===== src/rtl/product_accumulator.sv =====
// product_accumulator: sums groups of unsigned products and presents each group result over a valid/ready handshake
module product_accumulator #(
  parameter int WIDTH_A = 4,
  parameter int WIDTH_B = 4,
  parameter int ACC_WIDTH = 16,
  parameter int MAX_TERMS = 16,
  localparam int PW = WIDTH_A + WIDTH_B,
  localparam int CNT_W = $clog2(MAX_TERMS + 1)
) (
  input  logic                 clk,
  input  logic                 rst,
  input  logic                 in_valid,
  output logic                 in_ready,
  input  logic [PW-1:0]        in_prod,
  input  logic                 in_last,
  output logic                 out_valid,
  input  logic                 out_ready,
  output logic [ACC_WIDTH-1:0] out_sum,
  output logic [CNT_W-1:0]     out_count,
  output logic                 out_ovf
);
  if (ACC_WIDTH < PW) begin : g_bad_width
    $error("ACC_WIDTH must be at least WIDTH_A+WIDTH_B");
  end
  if (MAX_TERMS < 1) begin : g_bad_terms
    $error("MAX_TERMS must be at least 1");
  end
  typedef enum logic {ACCUM, HOLD} state_t;
  state_t state;
  logic [ACC_WIDTH-1:0] acc;
  logic [CNT_W-1:0] count;
  logic ovf_acc;
  logic [ACC_WIDTH:0] sum;
  logic [CNT_W-1:0] new_count;
  logic new_ovf, close;
  assign in_ready = state == ACCUM;
  assign sum = {1'b0, acc} + {{(ACC_WIDTH + 1 - PW){1'b0}}, in_prod};
  assign new_count = count + 1'b1;
  assign new_ovf = ovf_acc | sum[ACC_WIDTH];
  assign close = in_last || new_count == CNT_W'(MAX_TERMS);
  always_ff @(posedge clk) begin
    if (rst) begin
      state <= ACCUM;
      acc <= '0;
      count <= '0;
      ovf_acc <= 1'b0;
      out_valid <= 1'b0;
      out_sum <= '0;
      out_count <= '0;
      out_ovf <= 1'b0;
    end else if (state == ACCUM) begin
      if (in_valid && close) begin
        out_sum <= sum[ACC_WIDTH-1:0];
        out_count <= new_count;
        out_ovf <= new_ovf;
        out_valid <= 1'b1;
        state <= HOLD;
        acc <= '0;
        count <= '0;
        ovf_acc <= 1'b0;
      end else if (in_valid) begin
        acc <= sum[ACC_WIDTH-1:0];
        count <= new_count;
        ovf_acc <= new_ovf;
      end
    end else if (out_ready) begin
      out_valid <= 1'b0;
      state <= ACCUM;
    end
  end
endmodule


===== config.mk =====
export PLATFORM = sky130hd
export DESIGN_NAME = product_accumulator
export DESIGN_NICKNAME = d
export VERILOG_FILES = /design/src/rtl/product_accumulator.sv
export SDC_FILE = /design/constraint.sdc
export NUM_CORES = 1
export LEC_CHECK = 0
export BUFFER_PORTS_ARGS = -buffer_cell sky130_fd_sc_hd__buf_2
export CORE_ASPECT_RATIO = 1.5
export CORE_UTILIZATION = 63
export CTS_BUF_LIST = sky130_fd_sc_hd__clkbuf_4 sky130_fd_sc_hd__clkbuf_8
export DETAILED_ROUTE_END_ITERATION = 12
export PLACE_DENSITY = 0.87
export SETUP_SLACK_MARGIN = 0.3
export SYNTH_ARGS = -nofsm -noshare
export SYNTH_HDL_FRONTEND = slang
export SYNTH_SLANG_ARGS = --single-unit

===== constraint.sdc =====
create_clock -name clk -period 5.92 [get_ports clk]
set_input_delay 0.888 -clock clk [delete_from_list [all_inputs] [get_ports clk]]
set_output_delay 0.888 -clock clk [all_outputs]
set_load 0.02 [all_outputs]

== Yosys cells after proc, flatten, opt, wreduce, memory -nomap -nowiden ==
Index checks and enable logic that the tools add are counted.
W data, S select, Z words.
Word-level totals
  register bits: 46
  output and inout bits: 24
Operators by class
  bitwise operators: 2
  multiplexer cells: 12
  reductions and logical operators: 7
  add/sub/neg operators: 2
  eq/ne operators: 2
Operators with widths (number)
  $mux W16: 2
  $add A16 B8 Y17: 1
  $mux W5: 2
  $mux W1: 8
  $reduce_and A2 Y1: 3
  $add A5 B1 Y5 const B: 1
  $eq A5 B5 Y1 const B: 1
  $reduce_bool A2 Y1: 2
  $ne A2 B2 Y1 const B: 1
  $logic_and A1 B1 Y1: 1
  $logic_or A1 B1 Y1: 1
  $not A1 Y1: 1
  $or A1 B1 Y1: 1

== Depth between registers and ports, before layout ==
  depth after elaboration: 6
  depth in mapped cells: 8
  gate-level depth less buffers: 7

== Worst setup path after synthesis ==
No wires, ideal clock.
  kind: input to register
  from: input port in_prod[0]
  to: register acc[8]
  path slack: 2993 ps
  required time: 5804 ps
  stages on the path: 7
  arrival time: 2811 ps
  path buffers: 0
  setup time: 116 ps
  cells stage by stage: ha_1 fa_1 a21o_1 a221oi_1 a21oi_1 and3_1 a31o_2
On the way
  cells in the longest elaborated chain, start to end: 3
Ends and longest elaborated chain
  start, declared: RTL line 14  | input logic [PW-1:0] in_prod,
  $add A16 B8 Y17: RTL line 37  | assign sum = {1'b0, acc} + {{(ACC_WIDTH + 1 - PW){1'b0}}, in_prod};
  $mux W16: RTL line 61  | end else if (in_valid) begin
  $mux W16: RTL line 52  | if (in_valid && close) begin
  end signal, assigned: RTL line 62  | acc <= sum[ACC_WIDTH-1:0];
  end, declared: RTL line 30  | logic [ACC_WIDTH-1:0] acc;
Every way passes these cells. The select of a mux whose other input is x is not followed.
A chain may end at the register's enable or synchronous reset.

== Worst setup path after layout ==
Ends and elaborated chain as after synthesis.

==> impl_metrics.env <==
export IMPL_cts_max_path_buffers=2
export IMPL_synth_edff_count=0
export IMPL_path_delay_family="compound AO/OA/AOI/OAI gates"
export IMPL_hold_end="acc[0]$_SDFFE_PP0P_"
export IMPL_yosysWarnings=0
export IMPL_setup_tns_final_ps=0
export IMPL_ir_worst_vdd_v=0.000184
export IMPL_dp_cells=336
export IMPL_post_cts_resized=0
export IMPL_place_gp_congestion=0.879
export IMPL_crit_path_max_fanout=5
export IMPL_syn_num_nets=297
export IMPL_slew_headroom=0.282
export IMPL_drive_gt1_frac=0.166
export IMPL_synthCells=273
export IMPL_die_w_um=51.7
export IMPL_path_buf_inv=1
export IMPL_hold_worst_slack_ps=461
export IMPL_fillers=310
export IMPL_fin_nets=325
export IMPL_tightest_slew_ps=1070
export IMPL_final_cells=344
export IMPL_clkTransAtPathRegs_ps=80
export IMPL_diodes=0
export IMPL_cp_slowest_stage_delay_ps=620
export IMPL_hold_viol=0
export IMPL_worstHoldPathCells=2
export IMPL_ys_seq_area_frac=0.394
export IMPL_cts_setup_buffers=0
export IMPL_setup_worst_path_start_class="primary input"
export IMPL_start_util=0.671
export IMPL_critPathRequiredTime_ps=6120
export IMPL_drtAntennaViolNets=0
export IMPL_gr_total_overflow=0
export IMPL_r2r_end="out_sum[7]$_SDFFE_PP0P_"
export IMPL_h_tree_depth=2
export IMPL_cts_tree="built"
export IMPL_ys_flop_type="dfxtp_1"
export IMPL_die_area_mm2=0.00396
export IMPL_rsz0062_at_grt="no"
export IMPL_dpl_cell_area_mm2=0.00251
export IMPL_setup_ws_ps=2900
export IMPL_worstRegToRegCells=7
export IMPL_dp_slack_ps=2630
export IMPL_r2r_start="count[0]$_SDFFE_PP0P_"
export IMPL_syn_to_final_growth_pct=11.6
export IMPL_period_needed_ps=3020
export IMPL_route_detailed_drc=0
export IMPL_stdcell_area_mm2=0.00261
export IMPL_p_per_area_mw_per_mm2=244
export IMPL_slew_violations=0
export IMPL_ys_ff_latch=46
export IMPL_fin_skew_ps=3.32
export IMPL_crit_arrival_ps=3220
export IMPL_drv_cap=0
export IMPL_ios=37
export IMPL_grt_max_degree=36
export IMPL_slowest_stage="a221oi_1"
export IMPL_row_count=26
export IMPL_coreArea_mm2=0.00348
export IMPL_drt_wirelength_per_cell_um=15.1
export IMPL_wirelength_um=5200
export IMPL_track_usage=0.292
export IMPL_fin_util=0.749
export IMPL_root_buffer="clkbuf_8"
export IMPL_clock_sinks=46
export IMPL_antenna_found_initial=0
export IMPL_hold_path_class="register to register"
export IMPL_syn_mean_instance_area_um2=8.55
export IMPL_synth_cell_types=48
export IMPL_dr_pass1_iters=4
export IMPL_clk_latency_ps=300
export IMPL_finalCritPeriodShare=0.510
export IMPL_cts_made_buffers=5
export IMPL_grt_pass1_wl_um=8730
export IMPL_synth_cell_area_mm2=0.00233
export IMPL_outcome="finished, final reports clean"
export IMPL_holdCritStartpoint="acc[0]$_SDFFE_PP0P_"
export IMPL_setup_viol=0
export IMPL_max_freq_ghz=0.331
export IMPL_die_y_um=76.6
export IMPL_grt_pass1_vias=1991
export IMPL_synth_async_reset_ratio=0
export IMPL_power_uw=636
export IMPL_criticalPathCategory="primary input to register"
export IMPL_cts_hold_buffers_added=0
export IMPL_io_buffers=36
export IMPL_p_leak_nw=1.03
export IMPL_drt_iter0_drc=69
export IMPL_dp_hpwl_um=3540
export IMPL_cp_end_kind="register"
export IMPL_rrSetupSlack_ps=3230
export IMPL_vias=2086
export IMPL_vias_per_cell=6.06
export IMPL_crit_path_cell_trace="buf_2 -> ha_1 -> fa_1 -> a21o_1 -> a221oi_1 -> a21oi_1 -> and3_1 -> a31o_2"
[worst reg2reg max path, delay by kind of cell (launching register included)]
| kind | cells | cell delay, ps |
|---|---|---|
| adder cells (fa/ha/maj) | 1 | 340 |
| AO/OA/AOI/OAI | 2 | 620 |
| multiplexers | 1 | 360 |
| flip-flops | 1 | 490 |
| buffers and inverters | 1 | 370 |
| AND/OR/NAND/NOR | 2 | 380 |
[area by class of cell]
class,count,area (µm²),area share
repair buffers,37,188,0.0720
inverters,3,11.3,0.00432
well taps,42,52.6,0.0202
flip-flops and latches,46,921,0.353
multi-input cells,208,1340,0.514
clock inverters,1,5.00,0.00192
clock buffers,7,90.1,0.0346
[synth_stat cells, types with 3 or more instances]
| cell | number | share of area |
|---|---|---|
| a21oi_1 | 42 | 0.090 |
| nor3_1 | 11 | 0.024 |
| nor2_1 | 11 | 0.018 |
| xor2_1 | 9 | 0.034 |
| ha_1 | 10 | 0.054 |
| o211ai_1 | 3 | 0.0096 |
| nand3b_1 | 3 | 0.0096 |
| xnor2_1 | 8 | 0.030 |
| o21ai_0 | 23 | 0.049 |
| a31oi_1 | 3 | 0.0080 |
| dfxtp_1 | 46 | 0.39 |
| a211oi_1 | 5 | 0.016 |
| buf_2 | 7 | 0.015 |
| clkbuf_1 | 6 | 0.0096 |
| nand2_1 | 28 | 0.045 |
| nand3_1 | 14 | 0.030 |
| a21o_1 | 4 | 0.013 |
[kinds of logic (layout without fill, tap and decap cells)]
group                      Yosys count  in the layout  synth area share
DFF                                 46             46             0.394
AOI/OAI and AO/OA                  100            100             0.274
and+or+nand+nor                     78             78             0.162
adders and majority gates           11             11            0.0622
muxes                                2              2           0.00911
xor gates and xnor gates            17             17            0.0638
buffers and inverters               19             48            0.0348
[where the power goes]
group | switching (mW) | total [mW] | internal, mW
Sequential | 0.00739 | 0.330 | 0.323
Combinational | 0.0680 | 0.103 | 0.0355
Clock | 0.103 | 0.202 | 0.0988
[layer usage]
layer  up-vias  routed length (µm)  track usage
met4         0                 175        0.157
met3        17                 243       0.0519
met1       949                2140        0.317
met5         -                   0            0
met2        66                2650        0.513
li1       1054                   -            -
[placed cells by master, fill, tap and decap left out, drive strengths merged, types with 4 or more instances in the layout]
| cell type | Yosys | layout |
|---|---|---|
| dfxtp | 46 | 46 |
| a21oi | 42 | 42 |
| buf | 9 | 37 |
| nand2 | 28 | 28 |
| o21ai | 25 | 25 |
| nand3 | 14 | 14 |
| nor3 | 11 | 11 |
| nor2 | 11 | 11 |
| ha | 10 | 10 |
| xor2 | 9 | 9 |
| xnor2 | 8 | 8 |
| clkbuf | 7 | 7 |
| a211oi | 5 | 5 |
| a21o | 4 | 4 |
[sequential cells by signal, indices dropped and copies added (netlist names)]
signal	count
out_sum	16
ovf_acc	1
count	5
out_valid	1
acc	16
state	1
out_ovf	1
out_count	5
[worst max path at each step]
stage                                to       start  cells past startpoint
finish              acc[8]$_SDFFE_PP0P_  in_prod[0]                      8
global route        acc[8]$_SDFFE_PP0P_  in_prod[0]                      8
CTS                 acc[8]$_SDFFE_PP0P_  in_prod[0]                      8
detailed placement  acc[8]$_SDFFE_PP0P_  in_prod[0]                      8
global placement    acc[8]$_SDFFE_PP0P_  in_prod[0]                      8
floorplan           acc[8]$_SDFFE_PP0P_  in_prod[0]                      7
No activity file was read; power rests on OpenSTA's default activity.
